[src/rtl/nrow_game.sv]
// N-in-a-row board game controller for two players, X and O.
// Moves are placed through a one-hot cell select and a per-player strobe.
// A scan FSM then tests one anchor cell per cycle for a winning line.
// Optional feature: define NROW_GAME_WINMASK_EN to build the winning-line mask register.
// When the macro is undefined, win_mask is tied to 0.
module nrow_game #(
    parameter int unsigned BOARD_N = 3,
    parameter int unsigned WIN_LEN = 3,
    parameter int unsigned SCORE_W = 4
) (
    input  logic                         clk,
    input  logic                         reset,
    input  logic [BOARD_N*BOARD_N-1:0]   sel_pos,
    input  logic                         buttonX,
    input  logic                         buttonO,
    input  logic                         new_game,
    output logic [BOARD_N*BOARD_N-1:0]   occ_square,
    output logic [BOARD_N*BOARD_N-1:0]   occ_player,
    output logic                         turnX,
    output logic                         turnO,
    output logic [7:0]                   game_st,
    output logic [BOARD_N*BOARD_N-1:0]   win_mask,
    output logic [SCORE_W-1:0]           x_wins,
    output logic [SCORE_W-1:0]           o_wins
);
    localparam int unsigned N2 = BOARD_N * BOARD_N;
    localparam int unsigned IW = $clog2(N2);

    typedef enum logic [3:0] {
        StStart, StTurnX, StErrX, StTurnO, StErrO, StCheck, StWinX, StWinO, StCats
    } state_e;

    state_e            state_q, state_d;
    logic [N2-1:0]     sq_q, sq_d, pl_q, pl_d;
    logic              mover_q, mover_d;
    logic [IW-1:0]     scan_q, scan_d;
    logic [SCORE_W-1:0] xw_q, xw_d, ow_q, ow_d;

    logic [N2-1:0]     mover_cells, line_m, hit_mask;
    logic              hit, valid, terminal;

    // Cells of the WIN_LEN line from anchor k in direction d; 0 if it leaves the board.
    // Directions: 0 left (col+1), 1 up (row+1), 2 up-left, 3 up-right (col-1).
    function automatic logic [N2-1:0] line_mask(input int k, input int d);
        int r, c, dr, dc, er, ec;
        logic [N2-1:0] m;
        r  = k / int'(BOARD_N);
        c  = k % int'(BOARD_N);
        dr = (d == 0) ? 0 : 1;
        dc = (d == 0) ? 1 : (d == 1) ? 0 : (d == 2) ? 1 : -1;
        er = r + dr * (int'(WIN_LEN) - 1);
        ec = c + dc * (int'(WIN_LEN) - 1);
        m  = '0;
        if (er < int'(BOARD_N) && ec >= 0 && ec < int'(BOARD_N)) begin
            for (int j = 0; j < int'(WIN_LEN); j++) begin
                m = m | ({{(N2-1){1'b0}}, 1'b1} << ((r + dr * j) * int'(BOARD_N) + c + dc * j));
            end
        end
        return m;
    endfunction

    // Line test at the current anchor; direction 0 takes priority on multiple hits.
    always_comb begin
        hit         = 1'b0;
        hit_mask    = '0;
        line_m      = '0;
        mover_cells = sq_q & (mover_q ? pl_q : ~pl_q);
        for (int d = 3; d >= 0; d--) begin
            line_m = line_mask(int'(scan_q), d);
            if (line_m != '0 && (line_m & ~mover_cells) == '0) begin
                hit      = 1'b1;
                hit_mask = line_m;
            end
        end
    end

    assign valid    = (sel_pos != '0) && ((sel_pos & (sel_pos - N2'(1))) == '0) &&
                      ((sel_pos & sq_q) == '0);
    assign terminal = (state_q == StWinX) || (state_q == StWinO) || (state_q == StCats);

    // Next-state logic for the FSM, board, scan index and score counters.
    always_comb begin
        state_d = state_q;
        sq_d    = sq_q;
        pl_d    = pl_q;
        mover_d = mover_q;
        scan_d  = scan_q;
        xw_d    = xw_q;
        ow_d    = ow_q;
        case (state_q)
            StStart: begin
                state_d = StTurnX;
                scan_d  = '0;
            end
            StTurnX, StErrX: begin
                if (buttonX && !buttonO && valid) begin
                    sq_d    = sq_q | sel_pos;
                    pl_d    = pl_q | sel_pos;
                    mover_d = 1'b1;
                    scan_d  = '0;
                    state_d = StCheck;
                end else if (state_q == StTurnX && (buttonX || buttonO) &&
                             ((buttonX && buttonO) || !valid)) begin
                    state_d = StErrX;
                end
            end
            StTurnO, StErrO: begin
                if (buttonO && !buttonX && valid) begin
                    sq_d    = sq_q | sel_pos;
                    pl_d    = pl_q & ~sel_pos;
                    mover_d = 1'b0;
                    scan_d  = '0;
                    state_d = StCheck;
                end else if (state_q == StTurnO && (buttonX || buttonO) &&
                             ((buttonX && buttonO) || !valid)) begin
                    state_d = StErrO;
                end
            end
            StCheck: begin
                if (hit) begin
                    scan_d = '0;
                    if (mover_q) begin
                        state_d = StWinX;
                        if (xw_q != '1) xw_d = xw_q + SCORE_W'(1);
                    end else begin
                        state_d = StWinO;
                        if (ow_q != '1) ow_d = ow_q + SCORE_W'(1);
                    end
                end else if (scan_q == IW'(N2 - 1)) begin
                    scan_d  = '0;
                    state_d = (&sq_q) ? StCats : (mover_q ? StTurnO : StTurnX);
                end else begin
                    scan_d = scan_q + IW'(1);
                end
            end
            StWinX, StWinO, StCats: begin
                if (new_game) begin
                    sq_d    = '0;
                    pl_d    = '0;
                    scan_d  = '0;
                    state_d = StStart;
                end
            end
            default: state_d = StStart;
        endcase
    end

    // State and datapath registers with synchronous reset.
    always_ff @(posedge clk) begin
        if (reset) begin
            state_q <= StStart;
            sq_q    <= '0;
            pl_q    <= '0;
            mover_q <= 1'b0;
            scan_q  <= '0;
            xw_q    <= '0;
            ow_q    <= '0;
        end else begin
            state_q <= state_d;
            sq_q    <= sq_d;
            pl_q    <= pl_d;
            mover_q <= mover_d;
            scan_q  <= scan_d;
            xw_q    <= xw_d;
            ow_q    <= ow_d;
        end
    end

`ifdef NROW_GAME_WINMASK_EN
    logic [N2-1:0] mask_q;

    // Capture the winning line on a hit; clear it when a new game starts.
    always_ff @(posedge clk) begin
        if (reset) begin
            mask_q <= '0;
        end else if (state_q == StCheck && hit) begin
            mask_q <= hit_mask;
        end else if (terminal && new_game) begin
            mask_q <= '0;
        end
    end

    assign win_mask = mask_q;
`else
    assign win_mask = '0;
`endif

    assign occ_square = sq_q;
    assign occ_player = pl_q;
    assign x_wins     = xw_q;
    assign o_wins     = ow_q;
    assign turnX      = (state_q == StTurnX) || (state_q == StErrX);
    assign turnO      = (state_q == StTurnO) || (state_q == StErrO);

    // ASCII status decode from the registered state.
    always_comb begin
        game_st = 8'h6E;
        case (state_q)
            StWinX:         game_st = 8'h58;
            StWinO:         game_st = 8'h4F;
            StCats:         game_st = 8'h43;
            StErrX, StErrO: game_st = 8'h45;
            default:        game_st = 8'h6E;
        endcase
    end

endmodule

[config.mk]
export PLATFORM = sky130hd
export DESIGN_NAME = nrow_game
export DESIGN_NICKNAME = d
export VERILOG_FILES = /design/src/rtl/nrow_game.sv
export SDC_FILE = /design/constraint.sdc
export NUM_CORES = 1
export LEC_CHECK = 0
export BUFFER_PORTS_ARGS = -buffer_cell sky130_fd_sc_hd__clkbuf_2
export CAP_MARGIN = 20
export CORE_ASPECT_RATIO = 1.25
export CORE_MARGIN = 3
export CORE_UTILIZATION = 25
export CTS_BUF_LIST = sky130_fd_sc_hd__clkbuf_16
export CTS_CLUSTER_DIAMETER = 120
export DETAILED_ROUTE_END_ITERATION = 10
export SLEW_MARGIN = 20
export SYNTH_ARGS = -nofsm -noshare
export SYNTH_HDL_FRONTEND = slang
export SYNTH_SLANG_ARGS = --single-unit
[constraint.sdc]
create_clock -name clk -period 10.93 [get_ports clk]
set_input_delay 0.5465 -clock clk [delete_from_list [all_inputs] [get_ports clk]]
set_output_delay 0.5465 -clock clk [all_outputs]
set_load 0.05 [all_outputs]
==> run metrics <==
run status=completed; IO Port Bufs=47; cts hold-fix bufs=0; Num CTS Buffers=5; f_max=100 MHz; initial antenna violation count=0; worst rel slew slack=26.4%; DR WL/cell=18.8 µm; Required @ worst endpoint=11.10 ns; final non-filler cell area=0.00756 mm²; layout cells sized above 1=10.5%; Final setup viols=0; R2R depth=32; largest net degree at the start of global routing=35; Leakage Power=2.97 nW; Crit-path slowest cell=dfxtp_1; hold_sp=o_wins[3]$_SDFFE_PP0P_; adder-cell share of the synthesized area=10.9%; Buf/Inv on CP=3; Die Y=192 µm; Max clock buf depth=2; number of synthesized flops with an enable pin=0; DR pass1 iterations=7; mux share of post-synthesis cell area=2.92%; Final Critical Period=10.00 ns; CP endpoint kind=flop; Critical path origin=scan_q[2]$_SDFFE_PP0P_; Syn Inst Count=988; Synth cell types=89; RR Endpoint=o_wins[0]$_SDFFE_PP0P_; clock-pin slew on the worst setup and hold paths=0.05 ns; remaining antenna violation count after routing=0; setup bufs post-CTS=0; gp weighted congestion=1.05; synthesis-to-finish area growth=9.75%; GRT Util Overall=16.6%; Resize count post-CTS=0; max-cap violations=0; Max Slew Vio Count=0; CORE AREA=0.0270 mm²; Hold Vio Cnt, Final=0; crit-path max FO=20; clock root buffer=clkbuf_16; async set-reset flop share out of synthesis=0%; Worst path max stage delay=0.72 ns; Initial Util=25.5%; CP most frequent cell=ha_1; vias per cell=5.93; DR DRC count=0; final setup skew=0.00310 ns; Antenna Cells=0; detailed-route via count=8037; Die X=155 µm; Power Total=871 µW; cell family with most CP delay=simple AND/OR/NAND/NOR gates; largest family of logic cells by synthesized area=compound AO/OA/AOI/OAI gates; Yosys reg bits=35; final period utilization=91.5%; ys flop type=dfxtp_1; Layout Nets=1079; DRT iter0 DRCs=835; Worst-Skew Late Latency=0.28 ns; global route overflow=0; TritonCTS clock tree=done; YS warnings=0; vias in the first global route=7670; Min-Delay Path Depth=2; setup tns final=0 ns; Cell Area, Synth=0.00689 mm²; startpoint types=flop; Worst VDD drop=0.000173 V; Power Dens Cells=115 mW/mm²; worst-margin pin slew=1.10 ns; CTS sink count=35; Ports=59; dpl cell area=0.00740 mm²; hold endpoint=o_wins[3]$_SDFFE_PP0P_; Final HPWL DP=20.6 mm; CP arrival=10.17 ns; average cell area after synthesis=6.98 µm²; WL final=25.4 mm; worst reg2reg setup slack=0.93 ns; Std-Cell Rows=67; die area=0.0296 mm²; RSZ-0062 raised after global routing=no; worst reg2reg startpoint=scan_q[2]$_SDFFE_PP0P_; Compound-Gate Fraction of Synth Area=33.0%; Crit Path Category=flop to flop; min-delay worst type=flop to flop; XOR/XNOR share of the synthesized area=5.03%; post-synthesis sequential area ratio=10.2%; first-pass GRT wire length=40.8 mm; Simple-Gate Fraction of Synth Area=31.6%; H-tree depth=2
## report_power, final
group / internal, mW / switching, mW
Combinational: 0.151 / 0.346
Clock: 0.106 / 0.0528
Sequential: 0.157 / 0.0574
Total: 0.414 / 0.457
## per-stage QoR
| step | utilization, % | setup WS [ns] | cells | hold slack, ns |
|---|---|---|---|---|
| floorplan | - | 2.56 | 997 | 0.514 |
| global placement | 27.4 | 1.26 | 1347 | 0.489 |
| detailed placement | 27.4 | 1.06 | 1347 | 0.486 |
| CTS | 28.0 | 1.02 | 1355 | 0.503 |
| global route | 28.0 | 0.0381 | 1355 | 0.529 |
| finish | 28.0 | 0.927 | 1355 | 0.501 |
## cell usage after synthesis, types with 6 or more instances
master       n  area share (%)
nor2b_1     15             1.4
nand2b_1    20             1.8
clkbuf_1    29             1.6
or2_2       16             1.5
a2111oi_0    7            0.89
xnor2_1     32             4.1
nand2_1     87             4.7
buf_4       12             1.3
a21oi_1     58             4.2
inv_1       49             2.7
or4_1        8            0.87
o31ai_1     24             2.6
a221oi_1     6            0.76
mux2i_1     10             1.5
o21ai_0     61             4.4
nor2_1     105             5.7
nor3_1      38             2.8
or3_1       16             1.5
a31oi_1     11             1.0
mux2_2       7             1.1
nor4_1      13             1.2
o221ai_1     7            0.89
and3_1      12             1.1
o211ai_1    15             1.6
o22ai_1      7            0.64
dfxtp_1     35              10
ha_1        49             8.9
and2_1      10            0.91
a22oi_1     15             1.6
buf_2        6            0.44
o2111ai_1    8             1.0
a32oi_1      6            0.76
a21o_1      14             1.5
nand4_1     20             1.8
nand3_1     36             2.6
fa_1         7             2.0
a211oi_1    12             1.3
## cell usage in the layout, fill, tap and decap left out, types with 35 or more instances in the layout
cell      count
nand3_1      36
o21ai_0      61
nand2_1      87
nor2_1      105
clkbuf_2     47
inv_1        49
a21oi_1      58
nor3_1       38
dfxtp_1      35
ha_1         49
## worst register-to-register path, delay by kind of cell (launching register included)
kind            cells  cell delay (ns)
simple gates       12             3.69
fa+ha+maj           7             2.52
compound gates      9             2.39
flops               1             0.72
mux                 1             0.36
buf+inv             3             0.20
## sequential cells by signal, summed over array words and instances, names as in the netlist
signal and count:
state_q 4, scan_q 4, x_wins 4, o_wins 4
occ_square 9, mover_q 1, occ_player 9
## layer usage
metal / GRT usage [%] / vias up / share of wire (%)
met1: 19.4 / 3758 / 40
met5: 0 / - / 0
met4: 9.75 / 0 / 6.5
li1: - / 3775 / -
met3: 1.53 / 100 / 5.9
met2: 29.4 / 404 / 48
## cell families (layout without fill, tap and decap cells)
group,after synthesis,count (layout)
xor gates and xnor gates,38,38
AOI/OAI and AO/OA,317,317
and+or+nand+nor,422,422
buffers and inverters,99,112
adders and majority gates,56,56
DFF,35,35
other,2,11
muxes,19,19
## area by class of cell
| type | count | area (µm²) |
|---|---|---|
| fill | 2994 | 19400 |
| sequential | 35 | 701 |
| clock buffer | 5 | 125 |
| multi-input combinational | 863 | 5800 |
| timing repair buffer | 53 | 280 |
| clock inverter | 3 | 38.8 |
| tap | 345 | 432 |
| inverter | 51 | 191 |
## how the worst max path moves through the flow
stage	end	cells after the start
5_1_grt	o_wins[0]$_SDFFE_PP0P_	32
3_5_place_dp	o_wins[0]$_SDFFE_PP0P_	32
4_1_cts	o_wins[0]$_SDFFE_PP0P_	32
3_3_place_gp	o_wins[0]$_SDFFE_PP0P_	32
6_report	o_wins[0]$_SDFFE_PP0P_	32
2_1_floorplan	x_wins[2]$_SDFFE_PP0P_	32
(Power assumes the default switching activity.)
